`src/rtl/fetch_sequencer_pkg.sv`:
```
// Shared encodings and constants for the fetch/decode sequencer.
package fetch_sequencer_pkg;

   // Fetch FSM state encoding (legacy-compatible plain constants).
   localparam logic [2:0] StIdle   = 3'd0;
   localparam logic [2:0] StFetch  = 3'd1;
   localparam logic [2:0] StDecode = 3'd2;
   localparam logic [2:0] StExec   = 3'd3;
   localparam logic [2:0] StFault  = 3'd4;

   localparam logic [31:0] PcStep   = 32'd4;
   localparam logic [31:0] NopInstr = 32'h0000_0000;

   // Instruction addresses must be word aligned.
   function automatic logic is_aligned(input logic [31:0] addr);
      return addr[1:0] == 2'b00;
   endfunction

endpackage

```
`src/rtl/fetch_sequencer_if.sv`:
```
// Handshake bundle between the sequencer, imem, the IR and the execute FSM.
interface fetch_sequencer_if;

   logic        enable;
   logic        imem_req;
   logic [31:0] imem_addr;
   logic        imem_ready;
   logic        ir_write;
   logic        decode_valid;
   logic        exec_done;
   logic        redirect_valid;
   logic [31:0] redirect_pc;
   logic        fault_clear;
   logic [31:0] pc_out;
   logic        fetch_fault;
   logic        busy;

   // Sequencer side.
   modport master (
      input  enable, imem_ready, exec_done, redirect_valid, redirect_pc, fault_clear,
      output imem_req, imem_addr, ir_write, decode_valid, pc_out, fetch_fault, busy
   );

   // Environment side (imem, IR, execute control).
   modport slave (
      output enable, imem_ready, exec_done, redirect_valid, redirect_pc, fault_clear,
      input  imem_req, imem_addr, ir_write, decode_valid, pc_out, fetch_fault, busy
   );

endinterface

```
`src/rtl/fetch_sequencer_timeout_counter.sv`:
```
// Counts FETCH wait cycles; expired flags the last permitted wait cycle.
module fetch_sequencer_timeout_counter #(
   parameter int unsigned TIMEOUT_CYCLES = 16
) (
   input  logic clk,
   input  logic reset,
   input  logic clr,
   input  logic inc,
   output logic expired
);

   localparam int unsigned   CntW    = $clog2(TIMEOUT_CYCLES + 1);
   localparam logic [CntW-1:0] CntLast = CntW'(TIMEOUT_CYCLES - 1);

   logic [CntW-1:0] count_d, count_q;

   // Next count: clear wins over increment.
   always_comb begin
      count_d = count_q;
      if (clr) begin
         count_d = '0;
      end else if (inc) begin
         count_d = count_q + CntW'(1);
      end
   end

   // Count register.
   always_ff @(posedge clk or posedge reset) begin
      if (reset) begin
         count_q <= '0;
      end else begin
         count_q <= count_d;
      end
   end

   assign expired = (count_q == CntLast);

endmodule

```
`src/rtl/fetch_sequencer.sv`:
```
// Multi-cycle fetch/decode sequencer: owns the PC, requests imem, loads the IR.
module fetch_sequencer
   import fetch_sequencer_pkg::*;
#(
   parameter logic [31:0] RESET_PC       = 32'h0000_0000,
   parameter int unsigned TIMEOUT_CYCLES = 16
) (
   input  logic               clk,
   input  logic               reset,
   fetch_sequencer_if.master  bus
);

   logic [2:0]  state_d, state_q;
   logic [31:0] pc_d, pc_q;
   logic        cnt_clr, cnt_inc, cnt_expired;

   fetch_sequencer_timeout_counter #(
      .TIMEOUT_CYCLES (TIMEOUT_CYCLES)
   ) u_timeout (
      .clk     (clk),
      .reset   (reset),
      .clr     (cnt_clr),
      .inc     (cnt_inc),
      .expired (cnt_expired)
   );

   // Next-state, PC update and timeout-counter control.
   always_comb begin
      state_d = state_q;
      pc_d    = pc_q;
      cnt_clr = 1'b0;
      cnt_inc = 1'b0;
      case (state_q)
         StIdle: begin
            if (bus.enable) state_d = StFetch;
         end
         StFetch: begin
            // A ready on the last permitted cycle beats the timeout.
            if (bus.imem_ready) begin
               state_d = StDecode;
               cnt_clr = 1'b1;
            end else if (cnt_expired) begin
               state_d = StFault;
               cnt_clr = 1'b1;
            end else begin
               cnt_inc = 1'b1;
            end
         end
         StDecode: begin
            state_d = StExec;
         end
         StExec: begin
            if (bus.exec_done) begin
               if (bus.redirect_valid && !is_aligned(bus.redirect_pc)) begin
                  state_d = StFault;
               end else begin
                  pc_d    = bus.redirect_valid ? bus.redirect_pc : pc_q + PcStep;
                  state_d = bus.enable ? StFetch : StIdle;
               end
            end
         end
         StFault: begin
            if (bus.fault_clear) begin
               state_d = StIdle;
               cnt_clr = 1'b1;
            end
         end
         default: begin
            state_d = StIdle;
         end
      endcase
   end

   // State and PC registers.
   always_ff @(posedge clk or posedge reset) begin
      if (reset) begin
         state_q <= StIdle;
         pc_q    <= RESET_PC;
      end else begin
         state_q <= state_d;
         pc_q    <= pc_d;
      end
   end

   // Outputs decode straight from state so reset clears them asynchronously.
   assign bus.imem_req     = (state_q == StFetch);
   assign bus.imem_addr    = pc_q;
   assign bus.ir_write     = (state_q == StFetch) && bus.imem_ready;
   assign bus.decode_valid = (state_q == StDecode);
   assign bus.pc_out       = pc_q;
   assign bus.fetch_fault  = (state_q == StFault);
   assign bus.busy         = (state_q != StIdle) && (state_q != StFault);

endmodule
```
`src/flat_wrapper.sv`:
```
// flat-port wrapper written by rule: the top's interface ports become plain ports
module fetch_sequencer_flat import fetch_sequencer_pkg::*;
#(
   parameter logic [31:0] RESET_PC       = 32'h0000_0000,
   parameter int unsigned TIMEOUT_CYCLES = 16
)
  (clk, reset, bus_enable, bus_imem_ready, bus_exec_done, bus_redirect_valid, bus_redirect_pc, bus_fault_clear, bus_imem_req, bus_imem_addr, bus_ir_write, bus_decode_valid, bus_pc_out, bus_fetch_fault, bus_busy);
  fetch_sequencer_if bus_i ();
  input  logic clk;
  input  logic reset;
  input wire logic [$bits(bus_i.enable)-1:0] bus_enable;
  input wire logic [$bits(bus_i.imem_ready)-1:0] bus_imem_ready;
  input wire logic [$bits(bus_i.exec_done)-1:0] bus_exec_done;
  input wire logic [$bits(bus_i.redirect_valid)-1:0] bus_redirect_valid;
  input wire logic [$bits(bus_i.redirect_pc)-1:0] bus_redirect_pc;
  input wire logic [$bits(bus_i.fault_clear)-1:0] bus_fault_clear;
  output wire logic [$bits(bus_i.imem_req)-1:0] bus_imem_req;
  output wire logic [$bits(bus_i.imem_addr)-1:0] bus_imem_addr;
  output wire logic [$bits(bus_i.ir_write)-1:0] bus_ir_write;
  output wire logic [$bits(bus_i.decode_valid)-1:0] bus_decode_valid;
  output wire logic [$bits(bus_i.pc_out)-1:0] bus_pc_out;
  output wire logic [$bits(bus_i.fetch_fault)-1:0] bus_fetch_fault;
  output wire logic [$bits(bus_i.busy)-1:0] bus_busy;
  assign bus_i.enable = bus_enable;
  assign bus_i.imem_ready = bus_imem_ready;
  assign bus_i.exec_done = bus_exec_done;
  assign bus_i.redirect_valid = bus_redirect_valid;
  assign bus_i.redirect_pc = bus_redirect_pc;
  assign bus_i.fault_clear = bus_fault_clear;
  assign bus_imem_req = bus_i.imem_req;
  assign bus_imem_addr = bus_i.imem_addr;
  assign bus_ir_write = bus_i.ir_write;
  assign bus_decode_valid = bus_i.decode_valid;
  assign bus_pc_out = bus_i.pc_out;
  assign bus_fetch_fault = bus_i.fetch_fault;
  assign bus_busy = bus_i.busy;
  fetch_sequencer #(.RESET_PC(RESET_PC), .TIMEOUT_CYCLES(TIMEOUT_CYCLES)) u_core (.clk(clk), .reset(reset), .bus(bus_i));
endmodule
```
`config.mk`:
```
export PLATFORM = sky130hd
export DESIGN_NAME = fetch_sequencer_flat
export DESIGN_NICKNAME = d
export VERILOG_FILES = /design/src/rtl/fetch_sequencer_pkg.sv /design/src/rtl/fetch_sequencer_if.sv /design/src/rtl/fetch_sequencer_timeout_counter.sv /design/src/rtl/fetch_sequencer.sv /design/src/flat_wrapper.sv
export SDC_FILE = /design/constraint.sdc
export NUM_CORES = 1
export LEC_CHECK = 0
export BUFFER_PORTS_ARGS = -buffer_cell sky130_fd_sc_hd__buf_2
export CORE_ASPECT_RATIO = 1.1
export CORE_MARGIN = 1
export CORE_UTILIZATION = 25
export CTS_CLUSTER_SIZE = 12
export DETAILED_ROUTE_END_ITERATION = 16
export GPL_TIMING_DRIVEN = 1
export HOLD_SLACK_MARGIN = 0.02
export PLACE_DENSITY = 0.58
export SYNTH_ARGS = -nofsm -noshare
export SYNTH_HDL_FRONTEND = slang
export SYNTH_HIERARCHICAL = 1
export SYNTH_SLANG_ARGS = --single-unit
```
`constraint.sdc`:
```
create_clock -name clk -period 4.6 [get_ports clk]
set_clock_uncertainty 0.05 [all_clocks]
set_input_delay 0.92 -clock clk [delete_from_list [all_inputs] [get_ports clk]]
set_output_delay 0.92 -clock clk [all_outputs]
set_load 0.02 [all_outputs]
```
Yosys cells after proc, flatten, opt, wreduce, memory -nomap -nowiden. Cells that the tools add are included.

Register bits: 40. Bits of input ports: 39. Output and inout bits: 69. Word-level logic and storage cells: 44.

$add $sub $neg: 2. Equal/unequal tests: 10. Mux-type cells: 18. Bitwise operators: 1. Reductions and logical operators: 10.

Operators by type and width (number): adder 32 x 3 -> 32 bit (second input constant) (1); two-way mux 32 bit (1); two-way mux 3 bit (6); one-hot mux 3 bit (5 select lines) (1); two-way mux 5 bit (2); two-way mux 1 bit (7); equality test 3 x 2 -> 1 bit (second input constant) (2); inequality test 2 bit (second input constant) (3); adder 5 x 1 -> 5 bit (second input constant) (1); equality test 5 x 4 -> 1 bit (second input constant) (1); AND reduction 4 bit (1); equality test 3 x 1 -> 1 bit (second input constant) (1); equality test 3 bit (second input constant) (1); logical AND 1 bit (3); zero test 3 bit (1); inequality test 3 x 2 -> 1 bit (second input constant) (1); inequality test 3 bit (second input constant) (1); AND reduction 3 bit (1); nonzero test 3 bit (1); zero test 2 bit (1); one-hot mux 1 bit (2 select lines) (1); nonzero test 2 bit (1); zero test 1 bit (1); inverter 1 bit (1).

Depth between registers and ports, before layout. Gate-level depths: netlist (run 1).

Depth in word-level cells: 6. Gate-level depth with buffers: 8. Depth with buffers taken out: 8.

Hierarchy. Netlist (run 1), hierarchy kept.

By module, submodules not included: fetch_sequencer (instances 1, cells each 311, area each 2496.1 µm², seq. area each 875.8 µm²); fetch_sequencer_timeout_counter (instances 1, cells each 24, area each 282.8 µm², seq. area each 125.1 µm²).

Worst setup path after synthesis (run 1). No wires, ideal clock.

Path kind: in2reg. From: input port bus_redirect_valid. To: register u_core.pc_q[28] (netlist: u_core/bus.imem_addr[28]). Setup time: 0.126 ns. Arrival: 2.167 ns. Data required time: 4.424 ns. Setup slack: 2.257 ns. Stages on the path: 7. Path buffers: 2. Cells stage by stage: clkbuf_1 -> o21ai_0 -> nand2b_1 -> clkbuf_1 -> nor2_1 -> a211o_1 -> o311a_1.

Word-level cells in the longest chain between the ends: 3. Elaborated cells on any way between the ends: 4.

Ends and longest elaborated chain: start, declared (RTL line flat_wrapper.sv:14) `input wire logic [$bits(bus_i.redirect_valid)-1:0] bus_redirect_valid;`; logical AND 1 bit (RTL line fetch_sequencer.sv:54) `if (bus.redirect_valid && !is_aligned(bus.redirect_pc)) begin`; inverter 1 bit (no line); AND reduction 3 bit (no line); end signal, assigned (RTL line fetch_sequencer.sv:81) `pc_q <= pc_d;`; end, declared (RTL line fetch_sequencer.sv:14) `logic [31:0] pc_d, pc_q;`.

Parallel ways exist; a longest one is shown, timed or not. A chain may end at the register's enable or synchronous reset.

Worst setup path in the final report (run 1). Same ends and word-level chain as after synthesis.

==> flow_metrics.tcl, run 1 <==
set metrics [dict create \
    run_status "finished clean" \
    worst_path_dominant_cell_family "buffers and inverters" \
    firstDrtPassIters 4 \
    cpPeakStageDelay_ps 600 \
    syn-cell-area_um2 2780 \
    wl_um 7940 \
    max-slew-margin-rel_pct 35.6 \
    tritoncts "built" \
    core.rowCount 40 \
    cts_root_buf "clkbuf_16" \
    htree_levels 2 \
    nets 445 \
    floorplan.initialDensity_pct 25.6 \
    crit_path_max_fanout 46 \
    setup_total_negative_slack_ps 0 \
    power_per_cell_area_nw_per_um2 628 \
    yosys_most_used_dff "dfrtp_1" \
    gr-usage-met2_pct 22.0 \
    yosysWarnings 6 \
    ys_seq_area_share_pct 36.0 \
    power.static_leakage_nw 1.53 \
    dp_worst_setup_slack_ps 1580 \
    cts_hold_buffers 0 \
    antenna_cells 0 \
    numClockSinks 40 \
    detailroute.via_count 2720 \
    fin_cells 550 \
    final_antenna_net_count 0 \
    coreArea_um2 10900 \
    grt_pass1_vias 2456 \
    grt.met1_usage_pct 18.0 \
    globalRoute.totalOverflow 0 \
    gpl.final_weighted_congestion 0.854 \
    detailedRoute.firstIterationViolations 158 \
    wl_per_cell_um 14.4 \
    numPortBuffers 107 \
    tritoncts.num_buffers 5 \
    track_usage_pct 13.8 \
    die_width_um 103 \
    critical_path.cell_chain "buf_2 -> o21ai_0 -> nand2b_1 -> buf_4 -> nor2_1 -> a211o_1 -> o311a_1" \
    hold_path_startpoint "u_core/bus.imem_addr[1]$_DFFE_PP0P_" \
    fp.dieArea_um2 11500 \
    final-setup-viol-count 0 \
    worst_slew_pin_slew_ps 958 \
    largest_net_degree_at_the_start_of_global_routing 47 \
    unrepaired_setup_endpoints_after_global_routing "no" \
    global_route.peak_usage_layer "met2" \
    fillers 1158 \
    hold_viol_final 0 \
    synth.avg_cell_area_um2 8.30 \
    worstReg2RegStart "u_core/u_timeout/count_q[0]$_DFFE_PP0P_" \
    setup.worst_path.start_class "input port" \
    path_clk_slew_ps 60 \
    cp.arrival_ps 2840 \
    post-route-period-util_pct 59.4 \
    total_power_w 0.00213 \
    hold_path_end "u_core/bus.imem_addr[1]$_DFFE_PP0P_" \
    layout_overhead_on_the_synthesized_area_pct 21.9 \
    regToRegSetupSlack_ps 2120 \
    clk_latency_ps 280 \
    clock_tree.buffer_depth 2 \
    hpwl_um 5960 \
    edff_count_synth 0 \
    cts-resized-gates 0 \
    post_synth_num_cell_types 57 \
    remaining_drc_errors 0 \
    timing.critical_path.required_ps 4710 \
    number_of_synthesized_register_bits 40 \
    syn_inst 335 \
    synth_async_sr_flop_share_pct 100 \
    net_count_of_the_mapped_netlist 377 \
    hp-class "flip-flop to flip-flop" \
    layout.cells.most_common_list "buf_2, dfrtp_1, nand2_1" \
    cts_setup_buffers 0 \
    setup.worst_path.end_class "flip-flop" \
    critical_path_class "input port to flip-flop" \
    ir_worst_vdd_mv 0.243 \
    finalCriticalPeriod_ps 2730 \
    worst_hold_path.num_cells 1 \
    critical_path.n_buffers_inverters 2 \
    reg2reg_to "u_core/u_timeout/count_q[3]$_DFFE_PP0P_" \
    use_met3_pct 3.86 \
    die_y_extent_um 113 \
    grt_pass1_wl_um 12400 \
    drv_cap 0 \
    timing_max_transition_violations_final 0 \
    timing.reg2reg.worst_path_depth 6 \
    placedCellCount 543 \
    layout.cells.most_common "buf_2" \
    io_pins 108 \
    drive_gt1_share_pct 32.3 \
    maximum_clock_frequency_mhz 366 \
    drt-vias-per-instance 4.95 \
    crit_path_top_delay_cell "buf_2" \
    postLayoutSetupSlackWorst_ps 1870 \
    antenna_found_initial 0 \
]
-- cell families (layout without fill, tap and decap cells) --
group / count (synthesis) / in the layout / share of synthesized area [%]
flops: 40 / 40 / 36.0
simple gates: 140 / 140 / 26.6
fa+ha+maj: 3 / 3 / 1.35
xor+xnor: 1 / 1 / 0.315
mux: 7 / 7 / 2.70
buf+inv: 58 / 126 / 12.9
compound gates: 86 / 86 / 20.2
-- how the worst max path moves through the flow --
stage	start	endpoint	slack (ps)	depth (start not counted)
3_3_place_gp	bus_redirect_valid	u_core/bus.imem_addr[28]$_DFFE_PP0P_	1640	7
2_1_floorplan	bus_redirect_valid	u_core/bus.imem_addr[28]$_DFFE_PP0P_	2260	7
4_1_cts	bus_redirect_valid	u_core/bus.imem_addr[28]$_DFFE_PP0P_	1870	7
6_report	bus_redirect_valid	u_core/bus.imem_addr[28]$_DFFE_PP0P_	1870	7
3_5_place_dp	bus_redirect_valid	u_core/bus.imem_addr[28]$_DFFE_PP0P_	1580	7
5_1_grt	bus_redirect_valid	u_core/bus.imem_addr[28]$_DFFE_PP0P_	1660	7
-- where the power goes --
group	switching [W]	internal, W	leakage [nW]
Clock	0.000132	0.000308	0.0899
Sequential	0.000227	0.000487	0.481
Combinational	0.000630	0.000343	0.961
Total	0.000989	0.00114	1.53
-- cell type report --
| type | count | area (um^2) | area share [%] |
|---|---|---|---|
| clock inverters | 2 | 60.1 | 1.77 |
| clock buffers | 5 | 125 | 3.69 |
| inverters | 8 | 30.0 | 0.886 |
| flip-flops and latches | 40 | 1000 | 29.5 |
| well taps | 147 | 184 | 5.43 |
| repair buffers | 111 | 566 | 16.7 |
| multi-input cells | 237 | 1420 | 42.0 |
-- metal layers --
| metal | vias to the layer above | part of all wire [%] |
|---|---|---|
| met5 | - | 0 |
| met4 | 0 | 0.93 |
| met3 | 6 | 7.6 |
| met2 | 97 | 47 |
| met1 | 1287 | 44 |
| li1 | 1330 | - |
-- worst reg2reg max path, cell delays in order, from the launching register on --
cell and delay, ps:
dfrtp_1 430, ha_1 260, and3_1 180, ha_1 190, nor3_1 770, nand4_4 150
mux2_4 320
-- synthesized netlist by cell type (3+ instances only) --
| cell | instances | area, um^2 |
|---|---|---|
| a211oi_1 | 3 | 22.5 |
| a21oi_1 | 23 | 115 |
| a22oi_1 | 4 | 30.0 |
| a311oi_1 | 8 | 70.1 |
| and2_1 | 5 | 31.3 |
| and3_1 | 4 | 25.0 |
| buf_4 | 33 | 248 |
| clkbuf_1 | 12 | 45.0 |
| dfrtp_1 | 40 | 1000 |
| ha_1 | 3 | 37.5 |
| inv_1 | 7 | 26.3 |
| mux2i_1 | 6 | 60.1 |
| nand2_1 | 35 | 131 |
| nand2b_1 | 4 | 25.0 |
| nand3_1 | 16 | 80.1 |
| nand4_1 | 6 | 37.5 |
| nor2_1 | 30 | 113 |
| nor3_1 | 10 | 50.1 |
| nor4_1 | 9 | 56.3 |
| o21ai_0 | 23 | 115 |
| o22ai_1 | 4 | 25.0 |
| or3_1 | 3 | 18.8 |
-- registers in the layout, summed over array words and instances, names as in the netlist --
signal / cells
u_core/bus.imem_addr: 32
u_core/state_q: 3
u_core/u_timeout/count_q: 5
-- per-stage QoR --
stage                     hold slack, ps  cell area (um^2)  utilization (%)
after global routing                 478              3390             31.2
after global placement               451              3200             29.5
after CTS                            469              3390             31.2
after floorplan                      432              2780                -
final                                457              3390             31.2
after detailed placement             451              3200             29.5
No activity file was read; power rests on OpenSTA's default activity.
==> run 2, diff against run 1 <==
==> constraint.sdc (replaced) <==
create_clock -name clk -period 2.7 [get_ports clk]
set_clock_uncertainty 0.05 [all_clocks]
set_input_delay 0.54 -clock clk [delete_from_list [all_inputs] [get_ports clk]]
set_output_delay 0.54 -clock clk [all_outputs]
set_load 0.02 [all_outputs]
==> run 2 against run 1 <==
  * Non-clock buffer count increased by 6
  * Register-to-register slack got worse by 1600 ps
  * Clock-buffer cell count up 1
  * Wire length grew 4.3%
  * Power rose by 68%
  * Global-route usage rose by 0.94 points
  * Worst setup slack got worse by 1300 ps
  * Combinational power increased by 73%
  * Largest cell class unchanged
==> flow_metrics.tcl, run 2 (synthesis results as in run 1) <==
set metrics [dict create \
    regToRegSetupSlack_ps 550 \
    drive_gt1_share_pct 33.2 \
    io_pins 108 \
    postLayoutSetupSlackWorst_ps 547 \
    detailedRoute.firstIterationViolations 204 \
    max-slew-margin-rel_pct 55.6 \
    path_clk_slew_ps 60 \
    core.rowCount 40 \
    fillers 1177 \
    die_width_um 103 \
    cts_hold_buffers 0 \
    final_antenna_net_count 0 \
    power.switching_w 0.00171 \
    maximum_clock_frequency_mhz 464 \
    clock_tree.buffer_depth 2 \
    worst_slew_pin_slew_ps 664 \
    multi_input_area_um2 1420 \
    final-seq-area_um2 1000 \
    cts_setup_buffers 0 \
    htree_levels 2 \
    post-route-period-util_pct 79.8 \
    reg2reg_to "u_core/bus.imem_addr[30]$_DFFE_PP0P_" \
    drt-vias-per-instance 4.95 \
    gpl.final_weighted_congestion 0.838 \
    sw_frac_of_total_pct 47.9 \
    cp.arrival_ps 2300 \
    timing_max_transition_violations_final 0 \
    numClockSinks 40 \
    clk_latency_ps 280 \
    tritoncts.num_buffers 5 \
    floorplan.initialDensity_pct 25.6 \
    wl_um 8280 \
    layout.cells.most_common_list "buf_2, dfrtp_1, nand2_1" \
    drv_cap 0 \
    ir_worst_vdd_mv 0.400 \
    wl_per_cell_um 14.8 \
    layout_overhead_on_the_synthesized_area_pct 22.9 \
    timing.critical_path.required_ps 2850 \
    fin_hold_ws_ps 111 \
    p_int_w 0.00186 \
    antenna_found_initial 2 \
    cts_root_buf "clkbuf_16" \
    hp-class "input port to async pin" \
    finalCriticalPeriod_ps 2150 \
    power_per_cell_area_nw_per_um2 1050 \
    coreArea_um2 10900 \
    firstDrtPassIters 4 \
    hpwl_um 6220 \
    largest_register_ff_count 32 \
    cts-resized-gates 0 \
    unrepaired_setup_endpoints_after_global_routing "no" \
    total_power_w 0.00357 \
    track_usage_pct 14.7 \
    largest_net_degree_at_the_start_of_global_routing 44 \
    dp_worst_setup_slack_ps 520 \
    setup.worst_path.end_class "flip-flop" \
    globalRoute.totalOverflow 0 \
    clkPwrFrac_pct 18.8 \
    tritoncts "built" \
    combPwrFrac_pct 47.1 \
    setup.worst_path.start_class "flip-flop" \
    run_status "finished clean" \
    power.sequential.fraction_pct 34.1 \
    timing.reg2reg.worst_path_depth 6 \
    nets 451 \
    detailroute.via_count 2762 \
    die_y_extent_um 113 \
    layout.cells.most_common "buf_2" \
    post-route-util_pct 31.4 \
    setup_total_negative_slack_ps 0 \
    crit_path_max_fanout 7 \
    hold_viol_final 0 \
    numPortBuffers 107 \
    fp.dieArea_um2 11500 \
    critical_path_class "flip-flop to flip-flop" \
    final-setup-viol-count 0 \
    grt_pass1_wl_um 13400 \
    worstReg2RegStart "u_core/bus.imem_addr[2]$_DFFE_PP0P_" \
    remaining_drc_errors 0 \
    power.static_leakage_nw 1.55 \
    grt_pass1_vias 2553 \
]
## run 2: cell count changes in the layout (fill, tap and decap cells not counted), sizes merged
cell    before  now
buf        111  117
bufinv       2    1
clkbuf       5    6
clkinv       1    2
diode        0    1
## run 2: metal layers
| metal | wire [um] | vias to the layer above | global-route usage, % |
|---|---|---|---|
| met5 | 10 | - | 0 |
| li1 | - | 1346 | - |
| met2 | 3990 | 100 | 23.2 |
| met1 | 3570 | 1305 | 19.9 |
| met4 | 63 | 2 | 3.05 |
| met3 | 646 | 9 | 4.17 |
## run 2: layout make-up
cell class              instances  share of cell area [%]
multi-input cells             237                    41.7
flip-flops and latches         40                    29.3
repair buffers                117                    17.9
well taps                     147                    5.39
clock buffers                   6                    3.77
clock inverters                 2                    1.03
inverters                       8                   0.879
diodes                          1                  0.0733
## run 2: worst max path at each step
stage	start	end	slack [ps]
floorplan	u_core/bus.imem_addr[2]$_DFFE_PP0P_	u_core/bus.imem_addr[22]$_DFFE_PP0P_	470
finish	u_core/bus.imem_addr[2]$_DFFE_PP0P_	u_core/bus.imem_addr[30]$_DFFE_PP0P_	550
global route	u_core/bus.imem_addr[2]$_DFFE_PP0P_	u_core/bus.imem_addr[30]$_DFFE_PP0P_	380
global placement	u_core/bus.imem_addr[2]$_DFFE_PP0P_	u_core/bus.imem_addr[22]$_DFFE_PP0P_	570
detailed placement	bus_exec_done	u_core/bus.imem_addr[30]$_DFFE_PP0P_	520
CTS	u_core/bus.imem_addr[2]$_DFFE_PP0P_	u_core/bus.imem_addr[30]$_DFFE_PP0P_	540
## run 2: power by group through the flow
| stage | clock, W | sequential [W] | combinational, W |
|---|---|---|---|
| after global placement | 0 | 0.00121 | 0.00167 |
| after floorplan | 0 | 0.00134 | 0.00119 |
| after global routing | 0.000703 | 0.00129 | 0.00184 |
| after detailed placement | 0 | 0.00124 | 0.00169 |
| final | 0.000669 | 0.00122 | 0.00168 |
| after CTS | 0.000682 | 0.00123 | 0.00170 |
## run 2: stage by stage
step,cells,instance area (um^2)
final,558,3410
after global routing,557,3410
after CTS,557,3410
after detailed placement,549,3250
after global placement,549,3250
after floorplan,335,2780
## run 2: worst max-delay path: stages (launching register included)
cell      delay (ps)
dfrtp_1          470
ha_1             260
nand4_1          140
or3_1            480
nor3_4           330
a311oi_1         150
nor3_1           200
==> run 3, diff against run 2 <==
--- a/config.mk
+++ b/config.mk
@@ -5,6 +5,7 @@
 export SDC_FILE = /design/constraint.sdc
 export NUM_CORES = 1
 export LEC_CHECK = 0
+export ABC_AREA = 1
 export BUFFER_PORTS_ARGS = -buffer_cell sky130_fd_sc_hd__buf_2
 export CORE_ASPECT_RATIO = 1.1
 export CORE_MARGIN = 1
@@ -13,7 +14,7 @@
 export DETAILED_ROUTE_END_ITERATION = 16
 export GPL_TIMING_DRIVEN = 1
 export HOLD_SLACK_MARGIN = 0.02
-export PLACE_DENSITY = 0.58
+export PLACE_DENSITY = 0.56
 export SYNTH_ARGS = -nofsm -noshare
 export SYNTH_HDL_FRONTEND = slang
 export SYNTH_HIERARCHICAL = 1
==> constraint.sdc (replaced) <==
create_clock -name clk -period 2.1 [get_ports clk]
set_clock_uncertainty 0.05 [all_clocks]
set_input_delay 0.42 -clock clk [delete_from_list [all_inputs] [get_ports clk]]
set_output_delay 0.42 -clock clk [all_outputs]
set_load 0.02 [all_outputs]
==> run 3 against run 2 <==
  * First-iteration DRC count down 22%
  * Critical endpoint is now bus_ir_write
  * Worst setup slack got worse by 370 ps
  * Worst hold slack improved by 240 ps
  * Synthesized cell count increased by 50%
  * Largest cell class unchanged
  * Wire length up 11%
  * Cell area up 13%
  * Sequential share of layout area down 3.3 points
  * Sequential cell count unchanged
  * Global-route usage decreased by 0.37 points
  * Core utilization decreased by 0.90 points
  * Largest power group unchanged
==> flow_metrics.tcl, run 3 <==
set metrics [dict create \
    run_status "finished clean" \
    layout_overhead_on_the_synthesized_area_pct 19.2 \
    die_width_um 110 \
    synthMostInstantiatedCell "nand2_1" \
    edff_count_synth 0 \
    ys_seq_area_share_pct 31.0 \
    final-setup-viol-count 0 \
    synth.area.top_cells "dfrtp_1, nand2_1, nor2_1, buf_4, inv_1" \
    remaining_drc_errors 0 \
    wl_per_cell_um 12.5 \
    wl_um 9200 \
    dp_worst_setup_slack_ps 375 \
    numPortBuffers 107 \
    synth.avg_cell_area_um2 6.40 \
    clk_latency_ps 280 \
    p_int_w 0.00261 \
    ys_top_cells_by_count "nand2_1, nor2_1, inv_1, dfrtp_1, buf_4" \
    firstDrtPassIters 4 \
    timing.critical_path.required_ps 1630 \
    fillers 1442 \
    coreArea_um2 12600 \
    cp.arrival_ps 1450 \
    grt_pass1_wl_um 14700 \
    cts-resized-gates 0 \
    syn_inst 504 \
    post_synth_num_cell_types 32 \
    syn-cell-area_um2 3230 \
    number_of_synthesized_register_bits 40 \
    cts_root_buf "clkbuf_16" \
    antenna_found_initial 0 \
    clkPwrFrac_pct 14.7 \
    core.rowCount 43 \
    die_y_extent_um 121 \
    globalRoute.totalOverflow 0 \
    tritoncts.num_buffers 5 \
    largest_register_ff_count 32 \
    htree_levels 2 \
    floorplan.initialDensity_pct 25.6 \
    net_count_of_the_mapped_netlist 546 \
    cts_setup_buffers 0 \
    hpwl_um 7030 \
    setup.worst_path.end_class "primary output" \
    io_pins 108 \
    combPwrFrac_pct 54.5 \
    power.static_leakage_nw 2.03 \
    drive_gt1_share_pct 25.8 \
    placedCellCount 731 \
    clock_tree.buffer_depth 2 \
    detailedRoute.firstIterationViolations 159 \
    worst_slew_pin_slew_ps 483 \
    power.switching_w 0.00287 \
    hp-class "input port to flip-flop" \
    gpl.final_weighted_congestion 0.835 \
    antenna_cells 0 \
    track_usage_pct 14.3 \
    fp.dieArea_um2 13400 \
    layout.cells.most_common "nand2_1" \
    timing.reg2reg.worst_path_depth 10 \
    finalCriticalPeriod_ps 1920 \
    grt_pass1_vias 2931 \
    maximum_clock_frequency_mhz 520 \
    tritoncts "built" \
    final_antenna_net_count 0 \
    path_clk_slew_ps 60 \
    power.sequential.fraction_pct 30.8 \
    setup.worst_path.start_class "flip-flop" \
    detailroute.via_count 3243 \
    unrepaired_setup_endpoints_after_global_routing "no" \
    sw_frac_of_total_pct 52.4 \
    hold_viol_final 0 \
    postLayoutSetupSlackWorst_ps 177 \
    drt-vias-per-instance 4.39 \
    yosys_most_used_dff "dfrtp_1" \
    ir_worst_vdd_mv 0.763 \
    layout.cells.most_common_list "nand2_1, buf_2, nor2_1" \
    nets 624 \
    post-route-period-util_pct 91.6 \
    crit_path_max_fanout 4 \
    worst_hold_path.num_cells 3 \
    synth_async_sr_flop_share_pct 100 \
    yosysWarnings 6 \
    numClockSinks 40 \
    largest_net_degree_at_the_start_of_global_routing 40 \
    setup_total_negative_slack_ps 0 \
    max-slew-margin-rel_pct 67.7 \
    timing_max_transition_violations_final 0 \
    fin_cells 739 \
    drv_cap 0 \
    critical_path_class "flip-flop to primary output" \
    synthDominantCellAreaShare_pct 31.0 \
    power_per_cell_area_nw_per_um2 1420 \
    synth_top_cell_by_area "dfrtp_1" \
]
run 3: path summary, 6_finish.rpt:
| check | slack, ps | to | startpoint |
|---|---|---|---|
| min in group asynchronous | 560 | u_core/u_timeout/count_q[3]$_DFFE_PP0P_ | reset |
| setup reg to reg | 330 | u_core/u_timeout/count_q[3]$_DFFE_PP0P_ | u_core/u_timeout/count_q[0]$_DFFE_PP0P_ |
| setup / recovery | 180 | bus_ir_write | u_core/state_q[2]$_DFFE_PP0P_ |
| max in group asynchronous | 1060 | u_core/bus.imem_addr[15]$_DFFE_PP0P_ | reset |
| hold / removal | 350 | u_core/bus.imem_addr[3]$_DFFE_PP0P_ | bus_redirect_pc[3] |
| hold reg to reg | 450 | u_core/u_timeout/count_q[4]$_DFFE_PP0P_ | u_core/u_timeout/count_q[4]$_DFFE_PP0P_ |
run 3: cell families (layout without fill, tap and decap cells):
logic type | after synthesis | after routing | synth area share, %
XOR/XNOR | 1 | 1 | 0.272
AND/OR/NAND/NOR | 306 | 306 | 41.6
adder cells (fa/ha/maj) | 3 | 3 | 1.16
flip-flops | 40 | 40 | 31.0
AO/OA/AOI/OAI | 50 | 50 | 8.69
buffers and inverters | 104 | 182 | 17.3
run 3: area by class of cell:
class / count / area [um^2] / area share, %
flip-flops and latches: 40 / 1000 / 26.0
repair buffers: 116 / 606 / 15.8
clock buffers: 7 / 153 / 3.97
inverters: 59 / 221 / 5.76
well taps: 157 / 196 / 5.11
multi-input cells: 360 / 1670 / 43.4
run 3: per-stage QoR:
step	instance area, um^2	total power [W]	utilization (%)	hold slack (ps)
after floorplan	3230	0.00407	-	149
after global routing	3840	0.00599	30.5	352
after CTS	3840	0.00555	30.5	345
after global placement	3680	0.00471	29.2	308
after detailed placement	3680	0.00471	29.2	307
final	3840	0.00548	30.5	351
run 3: metal layers:
metal  part of all wire (%)  vias to the layer above  global-route usage [%]
li1                       -                     1683                       -
met1                     48                     1453                    19.9
met2                     45                      103                    23.1
met3                    5.8                        4                    2.47
met4                   0.90                        0                    3.21
met5                      0                        -                       0
run 3: critical path, stage by stage (launching register included):
cell	delay, ps
dfrtp_1	420
nor3_1	330
inv_1	150
nor2_1	110
buf_2	170
run 3: timing repair:
| item | CTS | global route |
|---|---|---|
| endpoints found under the setup margin | 0 | 0 |
| hold endpoints to repair | 5 | 0 |
| hold buffers | 1 | 0 |
run 3: power by group through the flow:
stage / logic (W) / clock network [W] / registers (W)
2_1_floorplan: 0.00212 / 0 / 0.00194
3_3_place_gp: 0.00299 / 0 / 0.00172
3_5_place_dp: 0.00299 / 0 / 0.00172
4_1_cts: 0.00300 / 0.000839 / 0.00171
5_1_grt: 0.00333 / 0.000868 / 0.00179
6_report: 0.00298 / 0.000805 / 0.00169
